$ cat src/rtl/audio_pkg.sv
// audio_pkg: constants shared by the sample feeder and the PWM output block
package audio_pkg;
    localparam int SAMPLE_W = 8;
    localparam int FRAME_LEN_DEFAULT = 256;
    localparam logic [SAMPLE_W-1:0] MIDSCALE = 8'h80;
endpackage

$ cat src/rtl/sample_fifo.sv
// sample_fifo: small synchronous FIFO; a push while full is ignored unless a pop happens in the same cycle
module sample_fifo
    import audio_pkg::*;
#(
    parameter int DEPTH = 8,
    parameter int WIDTH = SAMPLE_W
) (
    input  logic                     clk,
    input  logic                     rst_n,
    input  logic                     push_i,
    input  logic                     pop_i,
    input  logic [WIDTH-1:0]         din_i,
    output logic [WIDTH-1:0]         dout_o,
    output logic                     full_o,
    output logic                     empty_o,
    output logic [$clog2(DEPTH):0]   count_o
);
    localparam int AW = $clog2(DEPTH);
    localparam int CW = AW + 1;

    logic [WIDTH-1:0] mem_q [DEPTH];
    logic [AW-1:0]    wr_q, rd_q;
    logic [CW-1:0]    count_q, count_d;
    logic             full_q, empty_q;
    logic             do_push, do_pop;

    assign do_pop  = pop_i & ~empty_q;
    assign do_push = push_i & (~full_q | do_pop);
    assign count_d = count_q + CW'(do_push) - CW'(do_pop);
    assign dout_o  = mem_q[rd_q];
    assign full_o  = full_q;
    assign empty_o = empty_q;
    assign count_o = count_q;

    // storage array, written on every accepted push
    always_ff @(posedge clk) begin
        if (do_push) mem_q[wr_q] <= din_i;
    end

    // pointers, occupancy and the registered full/empty flags
    always_ff @(posedge clk or negedge rst_n) begin
        if (!rst_n) begin
            wr_q    <= '0;
            rd_q    <= '0;
            count_q <= '0;
            full_q  <= 1'b0;
            empty_q <= 1'b1;
        end else begin
            wr_q    <= do_push ? wr_q + 1'b1 : wr_q;
            rd_q    <= do_pop ? rd_q + 1'b1 : rd_q;
            count_q <= count_d;
            full_q  <= count_d == CW'(DEPTH);
            empty_q <= count_d == '0;
        end
    end
endmodule

$ cat src/rtl/sample_feeder.sv
// sample_feeder: SPI byte receiver feeding one sample per PWM frame; SAMPLE_FEEDER_MIDSCALE_ON_UNDERFLOW_EN outputs midscale on underflow
module sample_feeder
    import audio_pkg::*;
#(
    parameter int DEPTH     = 8,
    parameter int FRAME_LEN = FRAME_LEN_DEFAULT
) (
    input  logic                clk,
    input  logic                rst_n,
    input  logic                spi_sclk,
    input  logic                spi_mosi,
    input  logic                spi_cs_n,
    output logic [SAMPLE_W-1:0] sample_out,
    output logic                frame_tick,
    output logic                fifo_full,
    output logic                fifo_empty,
    output logic                overflow,
    output logic                underflow
);
    localparam int FW = $clog2(FRAME_LEN);

    logic [2:0]          sclk_q;
    logic [1:0]          mosi_q, cs_q;
    logic [SAMPLE_W-2:0] shift_q, shift_d;
    logic [2:0]          bit_cnt_q, bit_cnt_d;
    logic [FW-1:0]       frame_q, frame_d;
    logic [SAMPLE_W-1:0] sample_q, sample_d, under_val, fifo_dout;
    logic                tick_q, ovf_q, ovf_d, unf_q, unf_d;
    logic                sclk_rise, push, pop, boundary, full_w;
    logic [$clog2(DEPTH):0] level;

    assign sclk_rise = sclk_q[1] & ~sclk_q[2];
    assign boundary  = frame_q == FW'(FRAME_LEN - 1);
    assign pop       = boundary & (level != '0);

`ifdef SAMPLE_FEEDER_MIDSCALE_ON_UNDERFLOW_EN
    assign under_val = MIDSCALE;
`else
    assign under_val = sample_q;
`endif

    // shift in one bit per synced sclk rise while selected; deselect drops any partial byte
    always_comb begin
        shift_d   = shift_q;
        bit_cnt_d = bit_cnt_q;
        push      = 1'b0;
        if (cs_q[1]) begin
            bit_cnt_d = '0;
        end else if (sclk_rise) begin
            shift_d   = {shift_q[SAMPLE_W-3:0], mosi_q[1]};
            bit_cnt_d = bit_cnt_q + 3'd1;
            push      = bit_cnt_q == 3'd7;
        end
    end

    // frame timer, output sample selection and sticky error flags
    always_comb begin
        frame_d  = boundary ? '0 : frame_q + 1'b1;
        sample_d = pop ? fifo_dout : boundary ? under_val : sample_q;
        ovf_d    = ovf_q | (push & full_w & ~pop);
        unf_d    = unf_q | (boundary & ~pop);
    end

    // synchronizers and all datapath state
    always_ff @(posedge clk or negedge rst_n) begin
        if (!rst_n) begin
            sclk_q    <= '0;
            mosi_q    <= '0;
            cs_q      <= 2'b11;
            shift_q   <= '0;
            bit_cnt_q <= '0;
            frame_q   <= '0;
            sample_q  <= '0;
            tick_q    <= 1'b0;
            ovf_q     <= 1'b0;
            unf_q     <= 1'b0;
        end else begin
            sclk_q    <= {sclk_q[1:0], spi_sclk};
            mosi_q    <= {mosi_q[0], spi_mosi};
            cs_q      <= {cs_q[0], spi_cs_n};
            shift_q   <= shift_d;
            bit_cnt_q <= bit_cnt_d;
            frame_q   <= frame_d;
            sample_q  <= sample_d;
            tick_q    <= boundary;
            ovf_q     <= ovf_d;
            unf_q     <= unf_d;
        end
    end

    sample_fifo #(.DEPTH(DEPTH), .WIDTH(SAMPLE_W)) u_fifo (
        .clk     (clk),
        .rst_n   (rst_n),
        .push_i  (push),
        .pop_i   (pop),
        .din_i   ({shift_q, mosi_q[1]}),
        .dout_o  (fifo_dout),
        .full_o  (full_w),
        .empty_o (fifo_empty),
        .count_o (level)
    );

    assign fifo_full  = full_w;
    assign sample_out = sample_q;
    assign frame_tick = tick_q;
    assign overflow   = ovf_q;
    assign underflow  = unf_q;
endmodule
$ cat config.mk
export PLATFORM = sky130hd
export DESIGN_NAME = sample_feeder
export DESIGN_NICKNAME = d
export VERILOG_FILES = /design/src/rtl/audio_pkg.sv /design/src/rtl/sample_fifo.sv /design/src/rtl/sample_feeder.sv
export SDC_FILE = /design/constraint.sdc
export NUM_CORES = 1
export LEC_CHECK = 0
export ABC_AREA = 1
export CAP_MARGIN = 25
export CORE_MARGIN = 2
export CORE_UTILIZATION = 55
export DETAILED_ROUTE_END_ITERATION = 6
export GPL_TIMING_DRIVEN = 0
export HOLD_SLACK_MARGIN = 0.05
export PLACE_DENSITY = 0.73
export SYNTH_ARGS = -nofsm -noshare
export SYNTH_HDL_FRONTEND = slang
export SYNTH_SLANG_ARGS = --single-unit
$ cat constraint.sdc
create_clock -name clk -period 6.8 [get_ports clk]
set_clock_uncertainty 0.2 [all_clocks]
set_input_delay 1.36 -clock clk [delete_from_list [all_inputs] [get_ports clk]]
set_output_delay 1.36 -clock clk [all_outputs]
set_load 0.05 [all_outputs]
==> metrics.csv, run 1 <==
metric;value;unit
dr.pass1.iters;5;
power;1.21;mW
via_per_inst;5.22;
num_io_pins;18;
crit_path_start_kind;flop;
start_util;56.1;%
dp_hpwl;5680;um
hold_class;flop to flop;
clock_latency;370;ps
cts_resized;0;
grt.total_usage;20.3;%
fin_ws;3530;ps
final_util;62.5;%
io_buffers;17;
slew_headroom;44.5;%
path_max_fanout;2;
drtIter0Drc;224;
rr_startpoint;frame_q[0]$_DFF_PN0_;
cts_root_buf;clkbuf_8;
timing.rr.end;u_fifo.empty_o$_DFF_PN1_;
die_x;94.8;um
area_growth;11.4;%
cts.clk_slew.worst_paths;110;ps
finalWeightedCongestion;0.918;
crit_family;buffers and inverters;
grt_overflow;0;
maxCapViolCount;0;
slew_viol_final;0;
worstRegToRegCells;13;
cts_tree;yes;
nets;440;
synth-seq-area-share;68.9;%
vdd_drop_max;0.143;mV
drive_gt1_share;10.7;%
grt_max_degree;35;
tightest_slew;829;ps
core;8090;um2
timing.fmax;0.306;GHz
tns;0;ps
async_flop_share;42.9;%
rrSetupSlack;3900;ps
totalWireLength;8100;um
cts_max_level;3;
path_class;flop to primary output;
crit_start;u_fifo.empty_o$_DFF_PN1_;
final_area;5050;um2
cp_slowest_cell;clkdlybuf4s50_1;
syn_inst;395;
remaining_drc_errors;0;
rsz0062_at_grt;false;
placed_area;4850;um2
arrival;1710;ps
postCtsHoldBufs;0;
wl_per_cell;15.2;um
grt_pass1_vias;2677;
max_stage_delay;790;ps
grt_pass1_wl;13300;um
powerDensity;239;nW/um2
yosysTopAreaCell;edfxtp_1;
vias;2785;
dieHeight;94.8;um
final.fill_count;657;
path_depth;1;
synth_edf_count;64;
worstPathCellList;clkdlybuf4s50_1;
rows;33;
finalHoldViolCount;0;
min_period;3270;ps
synth_seq_cells;112;
synth_top_area_share;42.4;%
ant_nets;0;
most-common-layout-cells;nor2_1, edfxtp_1, dfrtp_1;
endpoint_kind;primary output;
worstPathRequired;5240;ps
setup_viol;0;
p_leak;2.14;nW
yosysWarnings;0;
antenna_cells;0;
finalCritPeriodShare;48.1;%
ys_types;34;
post_cts_buffers;0;
worst-path-buf-inv;1;
cts_sinks;112;
die_area;8990;um2
status;finished clean;
syn-cell-area;4540;um2
antenna_found_initial;0;
synth_area_leaders;edfxtp_1, dfrtp_1, nor2_1;
syn_nets;411;
place_ws;3870;ps
avgSynthCellArea;11.5;um2
clk_path_buf_depth;2;
cts_buffers;9;
endpoint;fifo_empty;
synthFlopType;edfxtp_1;
mostFrequentLayoutCell;nor2_1;
-- area by class of cell --
class	count	area, um2	share of cell area [%]
Inverter	33	129	2.55
Tap cell	105	131	2.60
Buffer	12	57.6	1.14
Timing Repair Buffer	18	185	3.66
Multi-Input combinational cell	238	1220	24.2
Clock buffer	9	124	2.45
Clock inverter	7	77.6	1.53
Sequential cell	112	3130	61.9
-- routing by layer --
metal | up-vias | share of wire, % | routed length, um | track usage (%)
met5 | - | 0 | 0 | 0
met4 | 0 | 1.0 | 85 | 8.09
met3 | 6 | 5.5 | 447 | 4.87
met2 | 74 | 48 | 3880 | 31.8
met1 | 1329 | 46 | 3690 | 27.5
li1 | 1376 | - | - | -
-- cell usage after synthesis, types with 4 or more instances --
cell type / number
dfrtp_1: 45
o21ai_0: 39
buf_2: 8
ha_1: 10
inv_1: 28
a21oi_1: 8
nand2_1: 43
xor2_1: 4
nand3_1: 32
edfxtp_1: 64
nor2_1: 79
-- worst min-delay path by stage --
stage / cells past startpoint / to / slack [ps] / start
6_report: 0 / sclk_q[1]$_DFF_PN0_ / 150 / sclk_q[0]$_DFF_PN0_
5_1_grt: 0 / cs_q[1]$_DFF_PN1_ / 170 / cs_q[0]$_DFF_PN1_
4_1_cts: 0 / sclk_q[1]$_DFF_PN0_ / 160 / sclk_q[0]$_DFF_PN0_
3_5_place_dp: 0 / sclk_q[1]$_DFF_PN0_ / 140 / sclk_q[0]$_DFF_PN0_
3_3_place_gp: 0 / mosi_q[1]$_DFF_PN0_ / 130 / mosi_q[0]$_DFF_PN0_
2_1_floorplan: 0 / mosi_q[1]$_DFF_PN0_ / 130 / mosi_q[0]$_DFF_PN0_
-- flip-flops by register name, indices dropped and copies added (netlist names) --
| register | count |
|---|---|
| u_fifo.rd_q | 3 |
| underflow | 1 |
| sclk_q | 3 |
| mosi_q | 2 |
| u_fifo.empty_o | 1 |
| u_fifo.wr_q | 3 |
| frame_q | 8 |
| u_fifo.mem_q | 64 |
| u_fifo.count_o | 4 |
| sample_out | 8 |
| u_fifo.full_o | 1 |
| cs_q | 2 |
| shift_q | 7 |
| overflow | 1 |
| bit_cnt_q | 3 |
| frame_tick | 1 |
-- stage by stage --
step	std cells	hold slack, ps
3_3_place_gp	517	133
5_1_grt	534	169
4_1_cts	534	158
6_report	534	155
2_1_floorplan	395	131
3_5_place_dp	518	136
-- cells by family (layout without fill, tap and decap cells) --
group	Yosys count	after routing	synth area share, %
multiplexers	1	1	0.248
buffers and inverters	45	79	4.11
flip-flops	112	112	68.9
XOR/XNOR	7	7	1.35
adder cells (fa/ha/maj)	11	11	3.20
AO/OA/AOI/OAI	51	51	5.82
AND/OR/NAND/NOR	168	168	16.4
-- worst reg2reg max path: stages, from the launching register on --
cell and delay (ps):
dfrtp_1 400, ha_1 210, nand2_2 80, nor2_4 150, nand4_2 190, inv_1 180, ha_1 250, inv_1 60
ha_1 160, inv_1 50, fa_1 480, inv_1 50, nor3_1 210, nor2b_1 180
-- power breakdown --
| part | switching, mW | total [mW] | leakage, nW | internal [mW] |
|---|---|---|---|---|
| sequential | 0.0318 | 0.786 | 1.19 | 0.754 |
| combinational | 0.0144 | 0.0240 | 0.844 | 0.00956 |
| clock | 0.225 | 0.400 | 0.102 | 0.175 |
| total | 0.271 | 1.21 | 2.14 | 0.939 |
(Power assumes the default switching activity.)
==> inputs of run 2 (changes only) <==
- clock period: 6.8 -> 3.4 ns (I/O delays scaled with it)
==> run 2 against run 1 <==
Net effect: hold slack did not move; clock power rose by 99%; sequential cell count did not move; setup slack got worse by 3000 ps; wire length fell by 0.14%; core utilization rose by 0.12 points; sequential share of layout area fell by 0.12 points; register-to-register slack got worse by 3400 ps; die area did not move; critical path type is now flop to flop; critical endpoint is now u_fifo.empty_o$_DFF_PN1_; largest power group unchanged.
==> metrics.csv, run 2 (synthesis gave the netlist of run 1 again) <==
metric;value;unit
grt_pass1_vias;2677;
cts_max_level;3;
p_comb_share;2.0;%
cts_buffers;9;
min_period;2900;ps
totalWireLength;8090;um
finalWeightedCongestion;0.918;
timing.hold.ws;155;ps
drtIter0Drc;231;
die_x;94.8;um
timing.fmax;0.345;GHz
finalCritPeriodShare;85.3;%
die_area;8990;um2
arrival;3010;ps
powerDensity;478;nW/um2
largest_register;u_fifo.mem_q;
endpoint_kind;flop;
vdd_drop_max;0.285;mV
tns;0;ps
worst-path-buf-inv;4;
switching_share;22.4;%
antenna_found_initial;0;
drive_gt1_share;10.7;%
p_leak;2.15;nW
io_buffers;17;
m1WireLength;3580;um
remaining_drc_errors;0;
finalHoldViolCount;0;
rows;33;
dp_cells;518;
p_sw;541;uW
worstRegToRegCells;13;
cts_resized;0;
mostFrequentLayoutCell;nor2_1;
endpoint;u_fifo.empty_o$_DFF_PN1_;
cts.clk_slew.worst_paths;110;ps
path_class;flop to flop;
antenna_cells;0;
final_area;5060;um2
ant_nets;0;
crit_family;adder cells;
most-common-layout-cells;nor2_1, edfxtp_1, dfrtp_1;
slew_viol_final;0;
power.share.clock;33.0;%
rrSetupSlack;500;ps
place_ws;470;ps
via_per_inst;5.29;
clock_latency;370;ps
timing.rr.end;u_fifo.empty_o$_DFF_PN1_;
status;finished clean;
largest_reg_flops;64;
cp_slowest_cell;fa_1;
pwr-share-seq;65.0;%
worstPathCellList;ha_1, nand2_2, nor2_4, nand4_2, inv_1, ha_1, inv_1, ha_1, inv_1, fa_1, inv_1, nor3_1, nor2b_1;
crit_start;frame_q[0]$_DFF_PN0_;
rsz0062_at_grt;false;
cts_root_buf;clkbuf_8;
slew_headroom;43.6;%
rr_startpoint;frame_q[0]$_DFF_PN0_;
vias;2828;
power;2.42;mW
max_stage_delay;470;ps
grt_max_degree;35;
wl_per_cell;15.1;um
worstPathRequired;3510;ps
dieHeight;94.8;um
top_layer;met4;
core;8090;um2
final.fill_count;656;
fin_ws;499;ps
nets;441;
cts_sinks;112;
met3_length;553;um
cts_tree;yes;
maxCapViolCount;0;
placed_area;4850;um2
area_growth;11.6;%
tightest_slew;843;ps
start_util;56.1;%
wl_met2;3850;um
post_cts_buffers;0;
postCtsHoldBufs;1;
stdcell_count;535;
num_io_pins;18;
multi_input_comb_area;1220;um2
dp_hpwl;5680;um
crit_path_start_kind;flop;
clk_path_buf_depth;2;
grt_pass1_wl;13300;um
p_int;1.88;mW
seq_area;3130;um2
hold_class;flop to flop;
dr.pass1.iters;5;
path_depth;13;
hold_start;sclk_q[0]$_DFF_PN0_;
final_util;62.6;%
path_common_cell;inv_1;
setup_viol;0;
path_max_fanout;5;
grt.total_usage;20.3;%
grt_overflow;0;
[run 2: worst min-delay path by stage]
stage	endpoint	depth (start not counted)
after floorplan	mosi_q[1]$_DFF_PN0_	0
after global placement	mosi_q[1]$_DFF_PN0_	0
after detailed placement	sclk_q[1]$_DFF_PN0_	0
after CTS	sclk_q[1]$_DFF_PN0_	0
after global routing	cs_q[1]$_DFF_PN1_	0
final	sclk_q[1]$_DFF_PN0_	0
[run 2: cell type report]
class / instances / share of cell area [%]
well taps: 105 / 2.59
flip-flops and latches: 112 / 61.7
plain buffers: 12 / 1.14
clock inverters: 7 / 1.53
inverters: 33 / 2.54
repair buffers: 19 / 3.85
clock buffers: 9 / 2.45
multi-input cells: 238 / 24.2
[run 2: layer usage]
metal / track usage, % / vias to the layer above
met3: 4.87 / 10
li1: - / 1381
met2: 31.8 / 83
met4: 8.09 / 0
met5: 0 / -
met1: 27.5 / 1354
[run 2: power by group through the flow]
stage               clock (mW)  sequential, mW  combinational [mW]
detailed placement           0            1.60              0.0496
finish                   0.798            1.57              0.0488
global placement             0            1.60              0.0449
floorplan                    0            1.57              0.0250
CTS                      0.817            1.57              0.0506
global route             0.868            1.58              0.0587
==> inputs of run 3 (changes only) <==
- ABC_AREA: 1 -> not set
- DONT_BUFFER_PORTS: not set -> 1
- PLACE_DENSITY: 0.73 -> 0.7
==> run 3 against run 2 <==
Net effect: fmax decreased by 9.6%; total power decreased by 0.79%; sequential share of layout area increased by 3.5 points; critical endpoint is now u_fifo.full_o$_DFF_PN0_; largest cell class unchanged; clock power decreased by 13%; setup slack got worse by 310 ps; die area decreased by 2.5%; global-route usage decreased by 3.0 points; critical path type unchanged; count of clock-buffer cells in the layout increased by 1; non-clock buffer count decreased by 18; critical path depth decreased by 2; sequential power increased by 5%; combinational power increased by 12%.
==> metrics.csv, run 3 <==
metric;value;unit
status;finished clean;
grt_max_degree;49;
powerDensity;501;nW/um2
rsz0062_at_grt;false;
final_util;61.7;%
synth_most_common_cell;edfxtp_1;
remaining_drc_errors;0;
clock_latency;360;ps
synthFlopType;edfxtp_1;
vias;2070;
ys_types;38;
maxCapViolCount;0;
grt_pass1_wl;11100;um
slew_headroom;42.9;%
synth_top_family_by_area;multiplexers;
cts.clk_slew.worst_paths;100;ps
synth_edf_count;64;
grt.total_usage;17.3;%
p_leak;1.82;nW
num_io_pins;18;
endpoint_kind;flop;
timing.rr.end;u_fifo.full_o$_DFF_PN0_;
dieHeight;93.6;um
synth_fa_ha_area_share;3.29;%
hold_class;primary input to flop;
drtIter0Drc;150;
crit_path_start_kind;flop;
nets;286;
cts_max_level;3;
ant_nets;0;
path_max_fanout;5;
clk_path_buf_depth;2;
die_x;93.6;um
finalHoldViolCount;0;
grt_overflow;0;
synth_common_cells;edfxtp_1, dfrtp_1, nor2_1, mux4_2;
worstRegToRegCells;11;
synth_xor_area_share;2.18;%
mostFrequentLayoutCell;edfxtp_1;
avgSynthCellArea;17.5;um2
synth_top_area_share;43.5;%
power;2.40;mW
most-common-layout-cells;edfxtp_1, dfrtp_1, nor2_1;
tns;0;ps
drive_gt1_share;22.5;%
yosysWarnings;0;
yosys.area_share.simple;6.60;%
rr_startpoint;frame_q[0]$_DFF_PN0_;
finalWeightedCongestion;0.704;
rows;32;
path_class;flop to flop;
largest_reg_flops;64;
die_area;8760;um2
antenna_cells;0;
area_growth;8.56;%
synth_compound_area_share;2.89;%
synth-seq-area-share;70.8;%
stdcell_count;377;
syn-cell-area;4420;um2
cts_sinks;112;
slew_viol_final;0;
via_per_inst;5.49;
io_buffers;0;
worstPathRequired;3490;ps
rrSetupSlack;190;ps
antenna_found_initial;0;
synth_area_leaders;edfxtp_1, dfrtp_1, mux4_2;
largest_register;u_fifo.mem_q;
vdd_drop_max;0.346;mV
finalCritPeriodShare;94.4;%
yosysTopAreaCell;edfxtp_1;
cts_root_buf;clkbuf_8;
crit_start;frame_q[0]$_DFF_PN0_;
async_flop_share;42.9;%
cts_buffers;9;
tightest_slew;850;ps
cts_resized;0;
start_util;56.9;%
setup_viol;0;
timing.fmax;0.312;GHz
syn_inst;252;
totalWireLength;6890;um
synth_seq_cells;112;
cts_tree;yes;
arrival;3300;ps
synthMuxAreaShare;12.8;%
wl_per_cell;18.3;um
dp_hpwl;4620;um
syn_nets;268;
grt_pass1_vias;2046;
dp_cells;359;
endpoint;u_fifo.full_o$_DFF_PN0_;
dr.pass1.iters;4;
min_period;3210;ps
core;7770;um2
run 3: cell type report:
type	count	area, um2
fillers	566	2970
clock inverters	6	43.8
multi-input cells	125	1230
well taps	102	128
repair buffers	7	72.6
flip-flops and latches	112	3130
inverters	9	33.8
plain buffers	6	30.0
clock buffers	10	128
run 3: timing repair:
action,4_1_cts,5_1_grt
endpoints found under the hold margin,48,0
hold buffers,2,0
setup buffers,0,0
run 3: worst min path at each step:
stage                              from             endpoint  slack (ps)  depth (start not counted)
detailed placement  mosi_q[0]$_DFF_PN0_  mosi_q[1]$_DFF_PN0_         140                          0
global route                   spi_cs_n    cs_q[0]$_DFF_PN1_          60                          0
finish                         spi_cs_n    cs_q[0]$_DFF_PN1_         100                          0
global placement    sclk_q[0]$_DFF_PN0_  sclk_q[1]$_DFF_PN0_         140                          0
floorplan           mosi_q[0]$_DFF_PN0_  mosi_q[1]$_DFF_PN0_         130                          0
CTS                            spi_cs_n    cs_q[0]$_DFF_PN1_          80                          0
run 3: logic make-up after synthesis:
| family | count (synthesis) |
|---|---|
| DFF | 112 |
| and+or+nand+nor | 50 |
| muxes | 35 |
| AOI/OAI and AO/OA | 18 |
| buffers and inverters | 15 |
| xor gates and xnor gates | 11 |
| adders and majority gates | 11 |
run 3: worst max-delay path: stages, from the launching register on:
cell and delay, ps:
dfrtp_1 430, ha_1 300, nand3_2 220, nor4_4 400, ha_1 300, inv_1 50
ha_1 150, inv_1 50, fa_1 470, inv_1 50, or3_1 390, nor2b_1 120
run 3: per-layer routing:
metal / routed length (um) / share of wire [%] / vias up / global-route usage [%]
met5: 0 / 0 / - / 0
met2: 3380 / 49 / 39 / 27.2
met1: 3140 / 46 / 1047 / 23.9
li1: - / - / 976 / -
met4: 57 / 0.83 / 0 / 4.35
met3: 309 / 4.5 / 8 / 5.24
run 3: power breakdown:
group	internal (mW)	switching, mW
logic	0.0320	0.0225
registers	1.56	0.0952
clock network	0.270	0.425
run 3: stage by stage:
stage	hold slack, ps	instance area [um2]	worst slack, ps
after global placement	136	4540	-39.9
after floorplan	131	4420	505
final	104	4790	192
after CTS	83.5	4790	156
after detailed placement	136	4590	189
after global routing	63.4	4790	29.4
==> RTL change, RTL diff (settings of run 1) <==
`DEPTH` is set to 8 in 2 places; all go to 16.
--- a/src/rtl/sample_fifo.sv
+++ b/src/rtl/sample_fifo.sv
@@ -3,5 +3,5 @@
     import audio_pkg::*;
 #(
-    parameter int DEPTH = 8,
+    parameter int DEPTH = 16,
     parameter int WIDTH = SAMPLE_W
 ) (
--- a/src/rtl/sample_feeder.sv
+++ b/src/rtl/sample_feeder.sv
@@ -3,5 +3,5 @@
     import audio_pkg::*;
 #(
-    parameter int DEPTH     = 8,
+    parameter int DEPTH     = 16,
     parameter int FRAME_LEN = FRAME_LEN_DEFAULT
 ) (
Function: no difference found for any inputs over 10 cycles, from zero or initial values and one cycle with rst_n low; that may be too few to reach the edited logic, so the function may still have changed.
==> RTL change against run 1 <==
First-iteration DRC count rose by 120%. Sequential cell count rose by 67. Synthesized area rose by 72%. Largest power group unchanged. Wire length rose by 120%. Non-clock buffer count rose by 14. Total power rose by 85%. Register-to-register slack got worse by 0.18 ns. Design area rose by 74%. Critical path type unchanged. Worst setup slack got worse by 0.086 ns.
==> RTL change: results (changes against run 1) <==
stage	metric	value	unit	change
synth	ys_top_cells_by_count	232 x nand2_1, 128 x edfxtp_1, 121 x inv_1		
grt	grt_max_degree	36		+2.9%
route	wl_per_cell	18.0	um	+19%
route	vias_per_cell	5.27		+0.98%
setup_path	reg2reg_depth	16		+3
power	pg_seq	1.29	mW	+64%
placement	place.gp.congestion	0.913		-0.58%
synth	synth_fp_nets	780		+90%
synth	synth-edff-count	128		+100%
setup_path	critPathLaunch	u_fifo.empty_o		
synth	async_flop_share	28.5	%	-14 points
route	wl_met1	7810	um	+110%
route	drt_first_pass_iters	5		unchanged
synth	synth_cells	760		+92%
placement	place_inst	958		+85%
power	clock_power_share	41.6	%	+8.6 points
power	p_sw	488	uW	+80%
route	drt_iter0_markers	484		+120%
outcome	status	complete, no violations		
synth	synthTopCellsByArea	edfxtp_1 49%, dfrtp_1 15%, nand2_1 11%		
synth	synth_compound_area_share	1.23	%	-4.6 points
setup_path	max_stage_delay	0.81	ns	+0.02 ns
power	finalPower	2.24	mW	+85%
placement	place_ws	3.69	ns	-0.177 ns
power	peakVddDrop	0.255	mV	+78%
grt	grt_pass1_vias	5137		+92%
synth	synth_mux_area_share	0	%	-0.25 points
sta	slew_headroom	42.5	%	-2.0 points
grt	grt_util_all_layers	25.3	%	+5.0 points
setup_path	r2r_end	u_fifo.full_o		
synth	synthXorXnorAreaFrac	1.01	%	-0.34 points
cells_and_area	drive_above_1_share	9.38	%	-1.3 points
route	met3_length	888	um	+99%
synth	ys_seq_area_share	65.6	%	-3.3 points
grt	grt_pass1_wl	27400	um	+110%
power	power.leakage	3.96	nW	+85%
sta	holdWs	0.155	ns	+0.0000680 ns
cells_and_area	nets	817		+86%
clocking	clkTransAtPathRegs	0.07	ns	-0.04 ns
sta	post-route-period-util	49.3	%	+1.3 points
clocking	cts_root_buf	clkbuf_16		
placement	dp_hpwl	12300	um	+120%
cells_and_area	stdcell_count	990		+85%
synth	synth_cell_types	31		-8.8%
cells_and_area	largest_register_ffs	128		+100%
synth	synth-adder-area-share	2.50	%	-0.70 points
setup_path	cp.arrival	1.80	ns	+0.09 ns
clocking	clk-insertion-delay-late	0.43	ns	+0.06 ns
cells_and_area	fillers	1152		+75%
==> RTL change: cell count changes in the layout (fill, tap and decap cells not counted), moves of 4 or more <==
| cell | delta |
|---|---|
| clkbuf_1 | +4 |
| o21ai_0 | -33 |
| ha_1 | +4 |
| clkbuf_16 | +18 |
| buf_2 | +10 |
| nor2_1 | -50 |
| clkbuf_8 | -6 |
| a21oi_1 | -4 |
| nand2_1 | +189 |
| inv_4 | +5 |
| edfxtp_1 | +64 |
| inv_1 | +93 |
| nand3_1 | +75 |
==> RTL change: final cells by class <==
class	instances	area [um^2]	area share [%]
Sequential cell	179	5120	58.3
Multi-Input combinational cell	426	2090	23.7
Clock buffer	22	495	5.64
Inverter	129	484	5.51
Tap cell	180	225	2.56
Timing Repair Buffer	18	185	2.11
Buffer	26	120	1.37
Clock inverter	10	67.6	0.769
==> RTL change: per-layer routing <==
metal,vias to the layer above,GRT usage [%]
met3,30,4.66
met1,2537,34.4
met5,-,0
li1,2501,-
met4,0,7.95
met2,146,41.7
